--- config.mk ---
export PLATFORM = sky130hd
export DESIGN_NAME = button_press_counter
export DESIGN_NICKNAME = d
export VERILOG_FILES = /design/src/rtl/button_press_counter.sv
export SDC_FILE = /design/constraint.sdc
export NUM_CORES = 1
export LEC_CHECK = 0
export CAP_MARGIN = 20
export CORE_ASPECT_RATIO = 1.5
export CORE_MARGIN = 3
export CORE_UTILIZATION = 62
export CTS_BUF_LIST = sky130_fd_sc_hd__clkbuf_4
export DETAILED_ROUTE_END_ITERATION = 10
export GPL_TIMING_DRIVEN = 0
export PLACE_DENSITY = 0.91
export SYNTH_ARGS = -nofsm -noshare
export SYNTH_HDL_FRONTEND = slang
export SYNTH_SLANG_ARGS = --single-unit
export TNS_END_PERCENT = 100
--- constraint.sdc ---
create_clock -name clk -period 2.35 [get_ports clk]
set_clock_uncertainty 0.2 [all_clocks]
set_input_delay 0.3525 -clock clk [delete_from_list [all_inputs] [get_ports clk]]
set_output_delay 0.3525 -clock clk [all_outputs]
set_load 0.02 [all_outputs]
--- src/rtl/button_press_counter.sv ---
// Two-button debounced up/down press counter with one-cycle press pulses.
// Optional auto-repeat while a button is held: define AUTOREPEAT_EN.

module button_press_channel #(
    parameter int DEBOUNCE_CYCLES = 8
`ifdef AUTOREPEAT_EN
    ,
    parameter int REPEAT_DELAY  = 20,
    parameter int REPEAT_PERIOD = 5
`endif
) (
    input  logic clk,
    input  logic rst_n,
    input  logic btn,
    output logic level,
    output logic pulse
);

    localparam int TW = (DEBOUNCE_CYCLES > 2) ? $clog2(DEBOUNCE_CYCLES) : 1;
    localparam logic [TW-1:0] T_MAX = TW'(DEBOUNCE_CYCLES - 1);

    logic          sync_q1;
    logic          sync_q2;
    logic          stable_q;
    logic          stable_d;
    logic [TW-1:0] timer_q;
    logic [TW-1:0] timer_d;
    logic          rise;
    logic          pulse_d;

    // Any sample matching the accepted level restarts the stability window.
    always_comb begin
        stable_d = stable_q;
        timer_d  = '0;
        if (sync_q2 != stable_q) begin
            if (timer_q == T_MAX) begin
                stable_d = sync_q2;
            end else begin
                timer_d = timer_q + 1'b1;
            end
        end
    end

    assign rise = stable_d & ~stable_q;

`ifdef AUTOREPEAT_EN
    localparam int RW = (REPEAT_DELAY > 2) ? $clog2(REPEAT_DELAY) : 1;
    localparam logic [RW-1:0] R_LAST   = RW'(REPEAT_DELAY - 1);
    localparam logic [RW-1:0] R_RELOAD = RW'(REPEAT_DELAY - REPEAT_PERIOD);

    logic [RW-1:0] rpt_q;
    logic [RW-1:0] rpt_d;
    logic          rpt_hit;

    // Gated on the next level too, so a release edge never emits a repeat.
    always_comb begin
        rpt_d   = '0;
        rpt_hit = 1'b0;
        if (stable_q && stable_d) begin
            if (rpt_q == R_LAST) begin
                rpt_d   = R_RELOAD;
                rpt_hit = 1'b1;
            end else begin
                rpt_d = rpt_q + 1'b1;
            end
        end
    end

    always_ff @(posedge clk or negedge rst_n) begin
        if (!rst_n) begin
            rpt_q <= '0;
        end else begin
            rpt_q <= rpt_d;
        end
    end

    assign pulse_d = rise | rpt_hit;
`else
    assign pulse_d = rise;
`endif

    always_ff @(posedge clk or negedge rst_n) begin
        if (!rst_n) begin
            sync_q1  <= 1'b0;
            sync_q2  <= 1'b0;
            stable_q <= 1'b0;
            timer_q  <= '0;
            pulse    <= 1'b0;
        end else begin
            sync_q1  <= btn;
            sync_q2  <= sync_q1;
            stable_q <= stable_d;
            timer_q  <= timer_d;
            pulse    <= pulse_d;
        end
    end

    assign level = stable_q;

endmodule

module button_press_counter #(
    parameter int DEBOUNCE_CYCLES = 250000,
    parameter int CNT_W           = 6,
    parameter int REPEAT_DELAY    = 12500000,
    parameter int REPEAT_PERIOD   = 2500000
) (
    input  logic             clk,
    input  logic             rst_n,
    input  logic             btn_up,
    input  logic             btn_down,
    output logic             up_db,
    output logic             down_db,
    output logic             up_pulse,
    output logic             down_pulse,
    output logic [CNT_W-1:0] count
);

    if (DEBOUNCE_CYCLES < 2 || REPEAT_PERIOD < 1 ||
        REPEAT_DELAY < REPEAT_PERIOD) begin : g_bad_param
        $error("button_press_counter: illegal parameter set");
    end

    button_press_channel #(
        .DEBOUNCE_CYCLES(DEBOUNCE_CYCLES)
`ifdef AUTOREPEAT_EN
        ,
        .REPEAT_DELAY   (REPEAT_DELAY),
        .REPEAT_PERIOD  (REPEAT_PERIOD)
`endif
    ) u_up (
        .clk  (clk),
        .rst_n(rst_n),
        .btn  (btn_up),
        .level(up_db),
        .pulse(up_pulse)
    );

    button_press_channel #(
        .DEBOUNCE_CYCLES(DEBOUNCE_CYCLES)
`ifdef AUTOREPEAT_EN
        ,
        .REPEAT_DELAY   (REPEAT_DELAY),
        .REPEAT_PERIOD  (REPEAT_PERIOD)
`endif
    ) u_down (
        .clk  (clk),
        .rst_n(rst_n),
        .btn  (btn_down),
        .level(down_db),
        .pulse(down_pulse)
    );

    // Simultaneous up and down presses cancel out.
    always_ff @(posedge clk or negedge rst_n) begin
        if (!rst_n) begin
            count <= '0;
        end else begin
            case ({up_pulse, down_pulse})
                2'b10:   count <= count + 1'b1;
                2'b01:   count <= count - 1'b1;
                default: count <= count;
            endcase
        end
    end

endmodule
==> run_results.csv, run 1 <==
group,metric,value,unit
placed_design,dp.final_hpwl,3390,um
detailed_routing,firstDrtPassIters,4,
timing,rsz0062_at_grt,"false",
logic_synthesis,seq_area_frac_synth,0.496,
timing,fin_setup_tns,0,ns
setup_path,ff2ff_setup_slack,0.18,ns
timing,worstMarginPinSlew,0.523,ns
logic_synthesis,synthAdderAreaFrac,0.0248,
min_path,hold_class,"reg -> reg",
detailed_routing,drtAntennaViolNets,0,
run_status,outcome,"complete, no violations",
timing,whs,0.164,ns
logic_synthesis,synth_edf_count,0,
detailed_routing,drt_iter0_markers,79,
logic_synthesis,synth.avg_cell_area,10.3,sq um
logic_synthesis,synth_area,0.00252,sq mm
clock_tree,cts_sinks,50,
global_routing,grt_pass1_wl,8180,um
pwr,p_sw,0.000301,W
timing,hold_violations,0,
logic_synthesis,yosys_most_used_dff,"dfrtp_1",
pwr,pwr-share-comb,0.052,
logic_synthesis,synth-compound-area-share,0.0644,
setup_path,critPathKind,"reg -> reg",
logic_synthesis,synth_top_area_frac,0.496,
pwr,p_clk_frac,0.271,
setup_path,endpoint,"count[5]",
placed_design,dp_cells,301,
clock_tree,ctsRootBufferMaster,"clkbuf_4",
setup_path,r2r_start,"u_down.pulse",
setup_path,crit_fanout,10,
timing,max_slew_margin,0.648,
detailed_routing,wirelength,4870,um
min_path,min_path_cells,0,
timing,min_period_over_period,0.922,
setup_path,arrival,2.27,ns
logic_synthesis,synth_top_family_by_area,"simple AND/OR/NAND/NOR gates",
logic_synthesis,netlist_instances,244,
die,fp.dieH,84.2,um
setup_path,setup.worst_path.start_class,"register",
detailed_routing,via_per_inst,6.05,
clock_tree,clkTransAtPathRegs,0.13,ns
global_routing,grt_usage,0.220,
final_layout,area_growth,11.8,%
final_layout,largestRegisters,"u_down.timer_q: 18 flops, u_up.timer_q: 18 flops, count: 6 flops",
pwr,cellPowerDensity,462,mW/mm^2
setup_path,worst_setup_path_end_kind,"register",
flow_run,max_cap_viol_count,0,
final_layout,nets,281,
final_layout,layout-drive-gt1-share,0.125,
final_layout,antenna-diode-count,0,
logic_synthesis,ys_ff_latch,50,
pwr,p_leak,1.22,nW
setup_path,worstPathRequired,2.45,ns
logic_synthesis,syn-num-nets,253,
global_routing,grt_antenna_before_repair,0,
pwr,p_sw_frac,0.231,
setup_path,crit_start,"u_down.pulse",
die,initial_utilization,0.667,
timing,period_needed,2.17,ns
timing,fmax,461,MHz
clock_tree,ctsHtreeMaxLevel,2,
logic_synthesis,synthSimpleGateAreaFrac,0.250,
global_routing,grt_pass1_vias,1843,
die,core-area,0.00378,sq mm
logic_synthesis,ys_top_cells_by_area,"dfrtp_1, xnor2_1, xor2_1",
logic_synthesis,synth-xor-area-share,0.128,
placed_design,gp_congestion,0.872,
detailed_routing,via_count,1899,
logic_synthesis,synthMuxAreaShare,0.0134,
die,ios,14,
global_routing,overflow,0,
logic_synthesis,yosys_warnings,0,
die,die_w,58.1,um
clock_tree,clock_path_buffers,2,
placed_design,io_buffers,13,
final_layout,fillers,267,
final_layout,final_cells,314,
global_routing,grt_max_degree,36,
setup_path,ff2ff_path_depth,5,
pwr,vdd_drop_max,0.000462,V
timing,finalSetupViolCount,0,
logic_synthesis,synth_cell_types,39,
clock_tree,cts_tree,"built",
timing,maxSlewViolCount,0,
clock_tree,insertion_delay,0.37,ns
pwr,p_seq_frac,0.677,
clock_tree,cts_made_buffers,5,
die,rows,27,
detailed_routing,post_drt_wl_per_cell,15.5,um
pwr,power,0.00130,W
logic_synthesis,async_reset_ff_frac,1.00,
setup_path,r2r_end,"count[5]",
clock_tree,ctsResizeCount,0,
final_layout,regArea,0.00125,sq mm
pwr,internal_power,0.00100,W
die,dieArea,0.00489,sq mm
logic_synthesis,synth_top_area_cell,"dfrtp_1",
final_layout,multi_input_area,0.00121,sq mm
detailed_routing,drc,0,
==> cell usage after synthesis (all sizes together) (4+ instances only) <==
| library cell | n |
|---|---|
| nand2 | 11 |
| dfrtp | 50 |
| buf | 5 |
| o21ai | 4 |
| ha | 5 |
| nor3 | 6 |
| nand4 | 12 |
| xor2 | 17 |
| xnor2 | 20 |
| nand3 | 15 |
| inv | 7 |
| a21oi | 6 |
| nor2 | 38 |
| nor4 | 13 |
==> power by group through the flow <==
stage | Sequential, W | Combinational (W) | Clock [W]
after floorplan | 0.000897 | 0.0000272 | 0
after CTS | 0.000883 | 0.0000602 | 0.000369
after global placement | 0.000899 | 0.0000543 | 0
final | 0.000883 | 0.0000675 | 0.000354
after detailed placement | 0.000899 | 0.0000588 | 0
after global routing | 0.000886 | 0.0000781 | 0.000404
==> critical path, cell delays in order, from the launching register on <==
cell and delay, ns:
dfrtp_1 0.44, ha_1 0.20, clkbuf_1 0.20, or4b_2 0.66
a31oi_1 0.23, xor2_1 0.17
==> repair_timing <==
| action | 4_1_cts | 5_1_grt |
|---|---|---|
| setup buffers | 0 | 7 |
| setup endpoints to repair | 0 | 21 |
| endpoints found under the hold margin | 15 | 0 |
| hold buffers | 1 | 0 |
==> layer usage <==
| layer | global-route usage | wire length, um | up-vias | part of all wire |
|---|---|---|---|---|
| met5 | 0 | 0 | - | 0 |
| met4 | 0.118 | 180 | 0 | 0.037 |
| met3 | 0.0600 | 181 | 18 | 0.037 |
| met2 | 0.355 | 2520 | 53 | 0.52 |
| met1 | 0.261 | 1980 | 911 | 0.41 |
| li1 | - | - | 917 | - |
==> through the flow <==
stage | cell area, sq um | setup WS, ns | utilization
after global placement | 2710 | -0.668 | 0.716
final | 2820 | 0.183 | 0.746
after floorplan | 2520 | 0.171 | -
after global routing | 2820 | 0.0501 | 0.746
after CTS | 2780 | 0.0642 | 0.733
after detailed placement | 2720 | 0.0754 | 0.720
==> kinds of logic after synthesis <==
group,after synthesis
compound gates,19
xor+xnor,37
fa+ha+maj,5
buf+inv,14
flops,50
mux,3
simple gates,116
==> cell usage in the layout (no fill, tap or decap), types with 3 or more instances in the layout <==
cell | Yosys | routed
and3b_1 | 3 | 3
nor4_1 | 13 | 13
nand2_1 | 11 | 11
inv_1 | 7 | 7
dfrtp_1 | 50 | 50
xor2_1 | 17 | 17
clkdlybuf4s50_1 | 0 | 12
xnor2_1 | 20 | 20
nor3_1 | 6 | 6
clkbuf_4 | 0 | 5
mux2_2 | 3 | 3
nand3_1 | 14 | 14
o21ai_0 | 4 | 4
buf_2 | 5 | 6
nand4_1 | 11 | 11
buf_4 | 0 | 7
nor2_1 | 38 | 38
a21oi_1 | 5 | 5
ha_1 | 5 | 5
o31ai_1 | 3 | 3
==> area by class of cell <==
type                            count  area share
Tap cell                           43      0.0191
Clock inverter                      1     0.00133
Timing Repair Buffer               22      0.0735
Multi-Input combinational cell    180       0.430
Clock buffer                        5      0.0133
Buffer                              6      0.0102
Inverter                            7     0.00930
Sequential cell                    50       0.443
==> how the worst min path moves through the flow <==
stage                              start               to  slack (ns)
after floorplan                    rst_n         count[0]       -0.14
after global placement    u_down.sync_q1   u_down.sync_q2        0.13
after detailed placement           rst_n  u_up.timer_q[0]        0.09
after CTS                 u_down.sync_q1   u_down.sync_q2        0.17
after global routing        u_up.sync_q1     u_up.sync_q2        0.19
final                     u_down.sync_q1   u_down.sync_q2        0.16
(Power assumes the default switching activity.)
==> run 2: changes to the inputs <==
- CORE_ASPECT_RATIO: 1.5 -> 1.4
==> run 2 against run 1 <==
Net effect:
- register-to-register slack got worse by 0.02 ns
- setup slack worse by 0.023 ns
- critical path type unchanged
- sequential power about the same
- first-iteration DRC count up 7.6%
- clock-buffer cell count did not move
- largest power group unchanged
- fmax fell by 1.0%
- cell count shrank 0.32%
- non-clock buffer count is 2 lower
==> run_results.csv, run 2 (synthesis gave the netlist of run 1 again) <==
group,metric,value,unit
die,fp.dieH,81.5,um
timing,min_period_over_period,0.932,
die,core-area,0.00377,sq mm
detailed_routing,firstDrtPassIters,4,
setup_path,critPathTopFamily,"simple AND/OR/NAND/NOR gates",
min_path,hold_class,"reg -> reg",
final_layout,final_common_cell,"dfrtp_1",
global_routing,grt_pass1_vias,1928,
detailed_routing,via_count,1877,
setup_path,crit_buf_inv,1,
detailed_routing,wirelength,4930,um
clock_tree,ctsHtreeMaxLevel,2,
final_layout,antenna-diode-count,0,
placed_design,dp_cells,300,
min_path,min_to,"u_down.sync_q2",
die,ios,14,
global_routing,overflow,0,
pwr,p_leak,1.23,nW
setup_path,critical-path-slowest-cell,"or4b_2",
setup_path,cp_cell_sequence,"ha_1 > clkbuf_1 > or4b_2 > a31oi_2 > xor2_1",
global_routing,grt_max_degree,37,
clock_tree,cts_tree,"built",
timing,finalSetupViolCount,0,
final_layout,nets,279,
timing,maxSlewViolCount,0,
flow_run,max_cap_viol_count,0,
min_path,min_path_cells,0,
final_layout,final_cells,313,
detailed_routing,drtAntennaViolNets,0,
die,initial_utilization,0.669,
setup_path,r2r_start,"u_down.pulse",
setup_path,worstPathRequired,2.45,ns
global_routing,grt_antenna_before_repair,0,
final_layout,layout-drive-gt1-share,0.129,
pwr,vdd_drop_max,0.000498,V
final_layout,area_growth,12.7,%
final_layout,final_cell_mix,"dfrtp_1, nor2_1, xnor2_1",
final_layout,largestRegisters,"u_down.timer_q: 18 flops, u_up.timer_q: 18 flops, count: 6 flops",
setup_path,max_stage_delay,0.72,ns
setup_path,setup.worst_path.start_class,"register",
clock_tree,clock_path_buffers,2,
timing,worstMarginPinSlew,0.556,ns
timing,period_needed,2.19,ns
setup_path,ff2ff_setup_slack,0.16,ns
detailed_routing,post_drt_wl_per_cell,15.8,um
pwr,cellPowerDensity,504,mW/mm^2
pwr,power,0.00144,W
min_path,min_from,"u_down.sync_q1",
global_routing,grt_pass1_wl,8430,um
final_layout,fillers,272,
setup_path,arrival,2.29,ns
die,dieArea,0.00489,sq mm
placed_design,dp.final_hpwl,3400,um
clock_tree,ctsRootBufferMaster,"clkbuf_4",
timing,rsz0062_at_grt,"false",
die,rows,26,
clock_tree,insertion_delay,0.37,ns
run_status,outcome,"complete, no violations",
detailed_routing,via_per_inst,6.00,
die,die_w,59.9,um
clock_tree,cts_made_buffers,5,
timing,max_slew_margin,0.626,
clock_tree,cts_sinks,50,
placed_design,gp_congestion,0.857,
setup_path,cp_num_cells,5,
timing,fmax,457,MHz
placed_design,io_buffers,13,
timing,whs,0.164,ns
setup_path,crit_fanout,10,
timing,hold_violations,0,
global_routing,grt_usage,0.229,
setup_path,ff2ff_path_depth,5,
detailed_routing,drc,0,
clock_tree,clkTransAtPathRegs,0.14,ns
detailed_routing,drt_iter0_markers,85,
setup_path,critPathKind,"reg -> reg",
setup_path,r2r_end,"count[5]",
setup_path,worst_setup_path_end_kind,"register",
## run 2: cell types whose count changed in the layout (fill, tap and decap cells not counted)
cell and change:
bufinv_16 +1, clkinv_2 +2, a31oi_1 -1, buf_4 -3
a31oi_2 +1, clkinv_1 -1, clkbuf_1 +1
## run 2: final cells by class
class | instances | area, sq um | area share
clock inverter | 3 | 40.0 | 0.0141
clock buffer | 5 | 37.5 | 0.0132
multi-input combinational | 180 | 1220 | 0.429
tap | 42 | 52.6 | 0.0185
buffer | 7 | 32.5 | 0.0114
sequential | 50 | 1250 | 0.440
timing repair buffer | 19 | 185 | 0.0651
inverter | 7 | 26.3 | 0.00923
## run 2: how the worst max path moves through the flow
stage,start,endpoint
after CTS,u_up.timer_q[0],u_up.timer_q[9]
after global routing,u_up.pulse,count[4]
after detailed placement,u_up.timer_q[0],u_up.timer_q[9]
final,u_down.pulse,count[5]
after floorplan,u_up.pulse,count[5]
after global placement,rst_n,count[3]
## run 2: stage by stage
| step | area, sq um | utilization | setup TNS, ns | setup slack (ns) |
|---|---|---|---|---|
| 3_3_place_gp | 2710 | 0.718 | -33.02 | -0.663 |
| 3_5_place_dp | 2720 | 0.721 | 0 | 0.0246 |
| 6_report | 2850 | 0.754 | 0 | 0.160 |
| 4_1_cts | 2810 | 0.745 | 0 | 0.0220 |
| 5_1_grt | 2850 | 0.754 | 0 | 0.00894 |
| 2_1_floorplan | 2520 | - | 0 | 0.171 |
## run 2: metal layers
| metal | share of wire | routed length [um] | global-route usage |
|---|---|---|---|
| met5 | 0 | 0 | 0 |
| met4 | 0.015 | 72 | 0.0732 |
| met3 | 0.027 | 134 | 0.0440 |
| met2 | 0.54 | 2650 | 0.415 |
| met1 | 0.42 | 2080 | 0.264 |
## run 2: what timing repair did
item	4_1_cts	5_1_grt
buffers inserted	0	4
endpoints found under the hold margin	14	0
setup endpoints to repair	0	21
hold buffers	1	0
gates resized for setup	0	1
## run 2: worst register-to-register path: cells and delay by family (launching register included)
| family | cells | cell delay, ns |
|---|---|---|
| adder cells (fa/ha/maj) | 1 | 0.19 |
| XOR/XNOR | 1 | 0.17 |
| buffers and inverters | 1 | 0.21 |
| flip-flops | 1 | 0.43 |
| AO/OA/AOI/OAI | 1 | 0.20 |
| AND/OR/NAND/NOR | 1 | 0.72 |
## run 2: power breakdown
part	switching [W]	total [W]	internal [W]
logic	0.0000393	0.0000644	0.0000251
clock network	0.000267	0.000487	0.000221
registers	0.0000114	0.000884	0.000872
total	0.000317	0.00144	0.00112
